### config.mk
export PLATFORM = sky130hd
export DESIGN_NAME = multicycle_ctrl
export DESIGN_NICKNAME = d
export VERILOG_FILES = /design/src/rtl/multicycle_ctrl.sv
export SDC_FILE = /design/constraint.sdc
export NUM_CORES = 1
export LEC_CHECK = 0
export CAP_MARGIN = 20
export CORE_ASPECT_RATIO = 0.75
export CORE_UTILIZATION = 43
export CTS_BUF_LIST = sky130_fd_sc_hd__clkbuf_2 sky130_fd_sc_hd__clkbuf_4 sky130_fd_sc_hd__clkbuf_8
export CTS_CLUSTER_SIZE = 12
export DETAILED_ROUTE_END_ITERATION = 8
export HOLD_SLACK_MARGIN = 0.05
export MAX_ROUTING_LAYER = met4
export PLACE_DENSITY = 0.92
export SYNTH_ARGS = -nofsm -noshare
export SYNTH_HDL_FRONTEND = slang
export SYNTH_SLANG_ARGS = --single-unit
### constraint.sdc
create_clock -name clk -period 5.2 [get_ports clk]
set_clock_uncertainty 0.05 [all_clocks]
set_input_delay 0.52 -clock clk [delete_from_list [all_inputs] [get_ports clk]]
set_output_delay 0.52 -clock clk [all_outputs]
set_load 0.005 [all_outputs]
### src/rtl/multicycle_ctrl.sv
`default_nettype none
// ============================================================================
//  Module   : multicycle_ctrl
//  Purpose  : Multi-cycle sequencer for a single-issue RV32I core. Steps the
//             datapath through FETCH/DECODE/EXEC/MEM/WB, decodes the latched
//             instruction word, selects the immediate format and drives every
//             register, PC, memory and writeback enable. Handshakes with a
//             single shared instruction/data memory port.
//  Revision : 1.0 - initial release
// ----------------------------------------------------------------------------
//  Parameters
//    RETIRE_W        width of the retired-instruction counter (wraps)
//  Ports
//    clk             core clock, rising edge
//    rst             synchronous active-high reset
//    inst_i          instruction register contents (valid from DECODE on)
//    mem_ready_i     memory completes the current request this cycle
//    br_taken_i      branch comparison result, sampled in EXEC
//    mem_req_o       memory request, held until mem_ready_i
//    mem_we_o        store request (qualifies mem_req_o)
//    mem_addr_sel_o  0 = PC, 1 = ALU result
//    ir_we_o         latch fetched word into the instruction register
//    pc_we_o         PC update strobe
//    pc_src_o        0 = PC+4, 1 = PC+imm, 2 = (rs1+imm) & ~1
//    imm_sel_o       0 none, 1 I, 2 S, 3 B, 4 U, 5 J
//    alu_a_sel_o     0 = rs1, 1 = PC
//    alu_b_sel_o     0 = rs2, 1 = immediate
//    rf_we_o         register-file write strobe
//    wb_sel_o        0 = ALU, 1 = memory, 2 = PC+4, 3 = immediate
//    illegal_o       sticky unsupported-opcode flag
//    state_o         current sequencer state (debug)
//    retired_o       count of completed instructions
// ============================================================================
module multicycle_ctrl #(
    parameter int RETIRE_W = 32
) (
    input  logic                clk,
    input  logic                rst,
    input  logic [31:0]         inst_i,
    input  logic                mem_ready_i,
    input  logic                br_taken_i,
    output logic                mem_req_o,
    output logic                mem_we_o,
    output logic                mem_addr_sel_o,
    output logic                ir_we_o,
    output logic                pc_we_o,
    output logic [1:0]          pc_src_o,
    output logic [2:0]          imm_sel_o,
    output logic                alu_a_sel_o,
    output logic                alu_b_sel_o,
    output logic                rf_we_o,
    output logic [1:0]          wb_sel_o,
    output logic                illegal_o,
    output logic [2:0]          state_o,
    output logic [RETIRE_W-1:0] retired_o
);

    typedef enum logic [2:0] {
        S_FETCH  = 3'd0,
        S_DECODE = 3'd1,
        S_EXEC   = 3'd2,
        S_MEM    = 3'd3,
        S_WB     = 3'd4,
        S_TRAP   = 3'd5
    } state_t;

    localparam logic [6:0] c_opc_op     = 7'b0110011;
    localparam logic [6:0] c_opc_opimm  = 7'b0010011;
    localparam logic [6:0] c_opc_load   = 7'b0000011;
    localparam logic [6:0] c_opc_store  = 7'b0100011;
    localparam logic [6:0] c_opc_branch = 7'b1100011;
    localparam logic [6:0] c_opc_jal    = 7'b1101111;
    localparam logic [6:0] c_opc_jalr   = 7'b1100111;
    localparam logic [6:0] c_opc_lui    = 7'b0110111;
    localparam logic [6:0] c_opc_auipc  = 7'b0010111;

    localparam logic [2:0] c_imm_none = 3'd0;
    localparam logic [2:0] c_imm_i    = 3'd1;
    localparam logic [2:0] c_imm_s    = 3'd2;
    localparam logic [2:0] c_imm_b    = 3'd3;
    localparam logic [2:0] c_imm_u    = 3'd4;
    localparam logic [2:0] c_imm_j    = 3'd5;

    localparam logic [RETIRE_W-1:0] c_retire_one = RETIRE_W'(1);

    state_t              state_q, state_d;
    logic [RETIRE_W-1:0] retired_q;
    logic                illegal_q;

    logic [6:0] w_opc;
    logic       w_is_op, w_is_opimm, w_is_load, w_is_store, w_is_branch;
    logic       w_is_jal, w_is_jalr, w_is_lui, w_is_auipc, w_legal;
    logic [2:0] w_imm_fmt;
    logic       w_alu_a, w_alu_b;
    logic       w_retire;
    logic       w_unused_inst;

    // Only the opcode field steers sequencing; the rest of the word feeds
    // the datapath directly.
    assign w_opc         = inst_i[6:0];
    assign w_unused_inst = ^inst_i[31:7];

    assign w_is_op     = (w_opc == c_opc_op);
    assign w_is_opimm  = (w_opc == c_opc_opimm);
    assign w_is_load   = (w_opc == c_opc_load);
    assign w_is_store  = (w_opc == c_opc_store);
    assign w_is_branch = (w_opc == c_opc_branch);
    assign w_is_jal    = (w_opc == c_opc_jal);
    assign w_is_jalr   = (w_opc == c_opc_jalr);
    assign w_is_lui    = (w_opc == c_opc_lui);
    assign w_is_auipc  = (w_opc == c_opc_auipc);
    assign w_legal     = w_is_op | w_is_opimm | w_is_load | w_is_store |
                         w_is_branch | w_is_jal | w_is_jalr | w_is_lui |
                         w_is_auipc;

    always_comb begin
        w_imm_fmt = c_imm_none;
        if (w_is_opimm || w_is_load || w_is_jalr) begin
            w_imm_fmt = c_imm_i;
        end else if (w_is_store) begin
            w_imm_fmt = c_imm_s;
        end else if (w_is_branch) begin
            w_imm_fmt = c_imm_b;
        end else if (w_is_lui || w_is_auipc) begin
            w_imm_fmt = c_imm_u;
        end else if (w_is_jal) begin
            w_imm_fmt = c_imm_j;
        end
    end

    // ALU operand selection for the instruction's own computation. Held from
    // EXEC through WB so the ALU result stays stable for writeback.
    // Branches compare rs1/rs2, so they keep both selects at zero.
    assign w_alu_a = w_is_auipc;
    assign w_alu_b = w_is_auipc | w_is_opimm | w_is_load | w_is_store |
                     w_is_jalr;

    // ------------------------------------------------------------------
    // Next-state and Moore output decode
    // ------------------------------------------------------------------
    always_comb begin
        state_d        = state_q;
        mem_req_o      = 1'b0;
        mem_we_o       = 1'b0;
        mem_addr_sel_o = 1'b0;
        ir_we_o        = 1'b0;
        pc_we_o        = 1'b0;
        pc_src_o       = 2'd0;
        imm_sel_o      = c_imm_none;
        alu_a_sel_o    = 1'b0;
        alu_b_sel_o    = 1'b0;
        rf_we_o        = 1'b0;
        wb_sel_o       = 2'd0;
        w_retire       = 1'b0;

        case (state_q)
            S_FETCH: begin
                mem_req_o = 1'b1;
                if (mem_ready_i) begin
                    ir_we_o = 1'b1;
                    state_d = S_DECODE;
                end
            end

            S_DECODE: begin
                imm_sel_o = w_imm_fmt;
                state_d   = w_legal ? S_EXEC : S_TRAP;
            end

            S_EXEC: begin
                imm_sel_o   = w_imm_fmt;
                alu_a_sel_o = w_alu_a;
                alu_b_sel_o = w_alu_b;
                if (w_is_branch) begin
                    // Branches resolve and retire here; the PC always moves,
                    // either to the target or to PC+4.
                    pc_we_o  = 1'b1;
                    pc_src_o = br_taken_i ? 2'd1 : 2'd0;
                    w_retire = 1'b1;
                    state_d  = S_FETCH;
                end else if (w_is_load || w_is_store) begin
                    state_d = S_MEM;
                end else begin
                    state_d = S_WB;
                end
            end

            S_MEM: begin
                // Address select, ALU operands and mem_we are constant for
                // the whole request so the address is stable while waiting.
                imm_sel_o      = w_imm_fmt;
                alu_a_sel_o    = w_alu_a;
                alu_b_sel_o    = 1'b1;
                mem_req_o      = 1'b1;
                mem_addr_sel_o = 1'b1;
                mem_we_o       = w_is_store;
                if (mem_ready_i) begin
                    if (w_is_store) begin
                        pc_we_o  = 1'b1;
                        w_retire = 1'b1;
                        state_d  = S_FETCH;
                    end else begin
                        state_d = S_WB;
                    end
                end
            end

            S_WB: begin
                imm_sel_o   = w_imm_fmt;
                alu_a_sel_o = w_alu_a;
                alu_b_sel_o = w_alu_b;
                rf_we_o     = 1'b1;
                pc_we_o     = 1'b1;
                w_retire    = 1'b1;
                state_d     = S_FETCH;
                if (w_is_load) begin
                    wb_sel_o = 2'd1;
                end else if (w_is_jal || w_is_jalr) begin
                    wb_sel_o = 2'd2;
                end else if (w_is_lui) begin
                    wb_sel_o = 2'd3;
                end
                if (w_is_jal) begin
                    pc_src_o = 2'd1;
                end else if (w_is_jalr) begin
                    pc_src_o = 2'd2;
                end
            end

            S_TRAP: begin
                state_d = S_TRAP;
            end

            default: begin
                state_d = S_FETCH;
            end
        endcase

        // Reset wins over everything in the same cycle: any request in
        // flight is dropped and nothing architectural is updated.
        if (rst) begin
            mem_req_o      = 1'b0;
            mem_we_o       = 1'b0;
            mem_addr_sel_o = 1'b0;
            ir_we_o        = 1'b0;
            pc_we_o        = 1'b0;
            pc_src_o       = 2'd0;
            imm_sel_o      = c_imm_none;
            alu_a_sel_o    = 1'b0;
            alu_b_sel_o    = 1'b0;
            rf_we_o        = 1'b0;
            wb_sel_o       = 2'd0;
            w_retire       = 1'b0;
            state_d        = S_FETCH;
        end
    end

    // ------------------------------------------------------------------
    // State, retire counter and sticky trap flag
    // ------------------------------------------------------------------
    always_ff @(posedge clk) begin
        if (rst) begin
            state_q   <= S_FETCH;
            retired_q <= '0;
            illegal_q <= 1'b0;
        end else begin
            state_q <= state_d;
            if (w_retire) begin
                retired_q <= retired_q + c_retire_one;
            end
            if (state_d == S_TRAP) begin
                illegal_q <= 1'b1;
            end
        end
    end

    assign illegal_o = illegal_q;
    assign state_o   = state_q;
    assign retired_o = retired_q;

endmodule
`default_nettype wire

==> impl_metrics.yaml <==
routing:
  drc: 4
  totalWireLength_um: 5500
  vias_per_cell: 5.96
  via_count: 2318
  firstDrtPassIters: 7
  wire_per_inst_um: 14.1
  drt_iter0_drc: 153
  ant_nets: 0
power_and_ir_drop:
  p_total_mw: 0.561
  p_sw_share_pct: 23.8
  ir_drop_mv: 0.140
  p_clk_share_pct: 37.6
  p_leak_nw: 0.849
  p_sw_mw: 0.133
  powerDensity_mw_per_mm2: 196
  p_seq_share_pct: 51.1
  comb_power_share_pct: 11.4
  internal_power_mw: 0.427
setup_path:
  path_delay_family: "buffers and inverters"
  cp-end-kind: "output port"
  slowest_delay_ps: 610
  cp_slowest_cell: "nand4bb_1"
  path_buf_inv: 4
  cp_common_cell: "clkdlybuf4s50_1"
  path_cells: "clkdlybuf4s50_1 -> nand4bb_1 -> nor4_4 -> nor3_2 -> buf_4 -> inv_1 -> clkdlybuf4s50_1"
  path_class: "in -> out"
  critPathRequiredTime_ps: 4630
  worst-path-max-fanout: 35
  critPathArrivalTime_ps: 3080
  startpoint_type: "primary input"
synthesis:
  synth_top_area_share_pct: 33.1
  synth_edf_count: 0
  ys_seq_area_share_pct: 33.1
  async_flop_share_pct: 0
  synth_area_leaders: "dfxtp_1, a21oi_1, o31ai_1, or4_1, o21ai_0"
  synth.largest_area_cell: "dfxtp_1"
  synthesis.nets: 313
  ys_types: 45
  synth_cells: 276
  synth_seq_cells: 36
  yosys_warnings: 0
  yosys_most_used_dff: "dfxtp_1"
  syn_avg_cell_area_um2: 7.88
  synthesis.area_mm2: 0.00217
cts:
  cts_tree: "built"
  cts_resized: 0
  clk_pin_slew_worst_paths_ps: 70
  cts_setup_buffers: 0
  cts_buffer_depth: 2
  cts-root-buf: "clkbuf_8"
  htreeDepth: 2
  cts_made_buffers: 5
  postCtsHoldBufs: 0
  clock_sinks: 36
  clk_latency_ps: 290
die:
  die-area_mm2: 0.00535
  start_util_pct: 44.6
  rows: 22
  core_mm2: 0.00487
  die_x_um: 84.1
  io_pins: 87
  die_h_um: 63.6
final_layout:
  n_antenna_cell: 0
  fillers: 432
  final_common_cell: "clkdlybuf4s50_1"
  area_delta_synth_final_pct: 31.9
  layout_common_cells: "clkdlybuf4s50_1, dfxtp_1, a21oi_1, nand2_1, o21ai_0"
  final_nets: 366
  drive_gt1_share_pct: 6.38
sta:
  tightest_slew_ps: 558
  worst_hold_slack_ps: 432
  rsz0062_at_grt: "no"
  finalCritPeriodShare_pct: 70.1
  finalSetupViolCount: 0
  fin_tns_setup_ps: 0
  fmax_ghz: 0.274
  slew_violations: 0
  hold_viol: 0
  relSlewSlack_pct: 62.6
  fin_crit_ps: 3650
worst_hold_path:
  hold_path_class: "reg -> reg"
grt:
  track_usage_pct: 21.4
  antenna_found_initial: 0
  first_global_vias: 1926
  grt_max_degree: 36
  overflow: 0
  grt_pass1_wl_um: 8980
outcome:
  outcome: "complete, but fails checks"
  violations: "design-rule violations"
placed_design:
  routabilityCongestion: 0.870
  port_buffers: 61
  dpl.hpwl_um: 3890
job:
  cap_viol_max_count: 0
power by group through the flow:
stage                     sequential, mW  clock [mW]  combinational [mW]
final                              0.286       0.211              0.0638
after global routing               0.287       0.230              0.0700
after floorplan                    0.289           0              0.0397
after CTS                          0.286       0.217              0.0633
after global placement             0.292           0              0.0620
after detailed placement           0.293           0              0.0630
worst paths after layout:
path,cells after the start,endpoint,startpoint,slack [ps]
worst min-delay path,2,retired_o[31]$_SDFFE_PP0P_,retired_o[31]$_SDFFE_PP0P_,430
worst max register to register,5,retired_o[25]$_SDFFE_PP0P_,retired_o[2]$_SDFFE_PP0P_,2760
worst min register to register,2,retired_o[31]$_SDFFE_PP0P_,retired_o[31]$_SDFFE_PP0P_,430
worst max-delay path,7,pc_we_o,inst_i[2],1550
worst reg2reg max path, delay by kind of cell, from the launching register on:
kind / cells / cell delay, ps
AND/OR/NAND/NOR: 4 / 1700
flip-flops: 1 / 440
AO/OA/AOI/OAI: 1 / 170
cell families after synthesis:
| logic type | Yosys count | synth area share [%] |
|---|---|---|
| adders and majority gates | 2 | 1.04 |
| AOI/OAI and AO/OA | 81 | 22.1 |
| xor gates and xnor gates | 3 | 1.21 |
| buffers and inverters | 27 | 6.67 |
| DFF | 36 | 33.1 |
| and+or+nand+nor | 127 | 35.8 |
Yosys cell counts (2+ instances only):
| cell type | number |
|---|---|
| or3_1 | 14 |
| nand3_1 | 9 |
| nor4b_1 | 2 |
| nor3b_1 | 2 |
| buf_2 | 6 |
| buf_6 | 4 |
| nand2_1 | 23 |
| nand4_1 | 9 |
| clkbuf_1 | 7 |
| nor2b_1 | 4 |
| o31ai_1 | 16 |
| a21oi_1 | 34 |
| o21ai_0 | 22 |
| nor3_1 | 6 |
| xor2_1 | 2 |
| nand4bb_1 | 2 |
| or2_2 | 3 |
| nor4_4 | 3 |
| nor2_1 | 16 |
| nand2b_1 | 10 |
| inv_1 | 9 |
| dfxtp_1 | 36 |
| or4_1 | 15 |
final cells by class:
class / instances / area (um^2) / area share [%]
sequential: 36 / 721 / 25.1
multi-input combinational: 213 / 1310 / 45.6
clock buffer: 7 / 96.3 / 3.36
inverter: 9 / 33.8 / 1.18
timing repair buffer: 64 / 633 / 22.1
tap: 60 / 75.1 / 2.62
routing by layer:
layer  wire length [um]  global-route usage (%)  up-vias
li1                   -                       -     1140
met1               2580                    28.6     1092
met2               2480                    32.5       80
met3                395                    4.72        6
met4                 41                    6.25        0
met5                  0                       -        -
flip-flops by register name, summed over array words and instances (netlist names):
name       flops
retired_o     32
state_o        3
illegal_o      1
per-stage QoR:
step / utilization [%] / worst slack (ps) / cells / cell area (um^2)
finish: 58.9 / 1550 / 389 / 2870
floorplan: - / 2900 / 276 / 2170
global route: 58.9 / 1440 / 389 / 2870
CTS: 58.9 / 1580 / 389 / 2870
detailed placement: 56.9 / 1590 / 382 / 2770
global placement: 56.9 / 1600 / 382 / 2770
Note: power is estimated with default switching activity, not from simulation.
==> edit: new RTL, same flow settings <==
Set the parameter `RETIRE_W` to 64 (it was 32).
--- a/src/rtl/multicycle_ctrl.sv
+++ b/src/rtl/multicycle_ctrl.sv
@@ -33,5 +33,5 @@
 // ============================================================================
 module multicycle_ctrl #(
-    parameter int RETIRE_W = 32
+    parameter int RETIRE_W = 64
 ) (
     input  logic                clk,
Ports: changed (resized retired_o); port bits go from 87 to 119. The function was not compared with the original's and may differ.
==> edit against the unedited design <==
  * Setup slack better by 32 ps
  * Synthesized area up 72%
  * Core utilization is 1.6 points lower
  * Routed wire length grew 84%
  * Critical path depth down 1
  * Sequential cell count rose by 32
  * Total power grew 75%
  * Clock power grew 87%
  * Cell count is 66% higher
  * Design area rose by 69%
  * Highest routed layer unchanged
  * Via count is 71% higher
  * Register-to-register slack got worse by 550 ps
==> edit: results <==
metrics = {
    "logic_synthesis": {
        "synthTopCellsByArea": "dfxtp_1 36%, a21oi_1 7.5%, o31ai_1 5.2%",
        "yosys-top-cells-count": "68 x dfxtp_1, 56 x a21oi_1, 30 x nor2_1, 29 x nand2_1, 26 x o31ai_1",
        "ys_types": 55,
        "synth_nets": 495,
        "seq_area_frac_synth": 0.364,
    },
    "timing": {
        "max_slew_margin": 0.461,
        "hold_ws_ps": 433,
    },
    "routing": {
        "drt_iter0_markers": 258,
        "routed_wl_mm": 10.1,
    },
    "cts": {
        "worstSkewPairLatency_ps": 340,
        "cts.htree.levels": 3,
        "ctsResizeCount": 0,
        "cts_buffers": 9,
    },
    "power_and_ir_drop": {
        "powerDensity_nw_per_um2": 202,
        "sw_frac_of_total": 0.233,
        "ir_worst_vdd_v": 0.000155,
        "p_leak_nw": 1.44,
    },
    "place": {
        "place_ws_ps": 1620,
        "place_area_um2": 4670,
        "dpl.hpwl_mm": 7.11,
        "dp.cells": 631,
        "port_buffers": 93,
        "routabilityCongestion": 0.881,
    },
    "worst_hold_path": {
        "min_to": "illegal_o",
        "holdCritStartpoint": "illegal_o",
        "hp-class": "flip-flop to flip-flop",
    },
    "run_status": {
        "status": "completed",
    },
    "global_routing": {
        "use_met1": 0.296,
        "antenna_found_initial": 0,
        "grt_util_met2": 0.348,
        "track_usage": 0.230,
        "grt_max_degree": 56,
        "met3_usage": 0.0761,
        "grt_pass1_wl_mm": 16.4,
    },
    "setup_path": {
        "reg2reg_from": "retired_o[12]",
        "crit_path_max_incr_delay_ps": 800,
        "worstPathArrival_ps": 3050,
        "r2r_setup_slack_ps": 2210,
        "crit_slowest_cell": "clkdlybuf4s50_1",
        "r2r-end": "retired_o[60]",
        "critical_path_peak_fanout": 22,
        "crit_start": "inst_i[6]",
    },
    "layout": {
        "stdcell_count": 646,
        "largest_reg_flops": 64,
        "n_fill_cell": 756,
        "fin_nets": 571,
    },
}
[edit: changes by cell type in the layout (fill, tap and decap cells not counted), moves of 13 or more]
| cell | change |
|---|---|
| a21oi_1 | +22 |
| dfxtp_1 | +32 |
| clkdlybuf4s50_1 | +31 |
| nor2_1 | +14 |
| nand4_1 | +15 |
| nand3_1 | +13 |
[edit: final cells by class]
class / count / area [um^2] / share of cell area
multi-input cells: 348 / 2190 / 0.452
flip-flops and latches: 68 / 1360 / 0.281
repair buffers: 94 / 933 / 0.193
clock buffers: 13 / 166 / 0.0343
well taps: 108 / 135 / 0.0279
inverters: 13 / 48.8 / 0.0101
clock inverters: 2 / 10.0 / 0.00207
[edit: cells by family after synthesis]
logic type | share of synthesized area
simple gates | 0.336
buf+inv | 0.0515
xor+xnor | 0.0374
mux | 0.00568
fa+ha+maj | 0.00334
compound gates | 0.203
flops | 0.364
[edit: routing by layer]
metal	vias to the layer above	routed length (um)
met1	1909	4620
met3	12	719
met5	-	0
met4	0	119
met2	138	4640
li1	1899	-
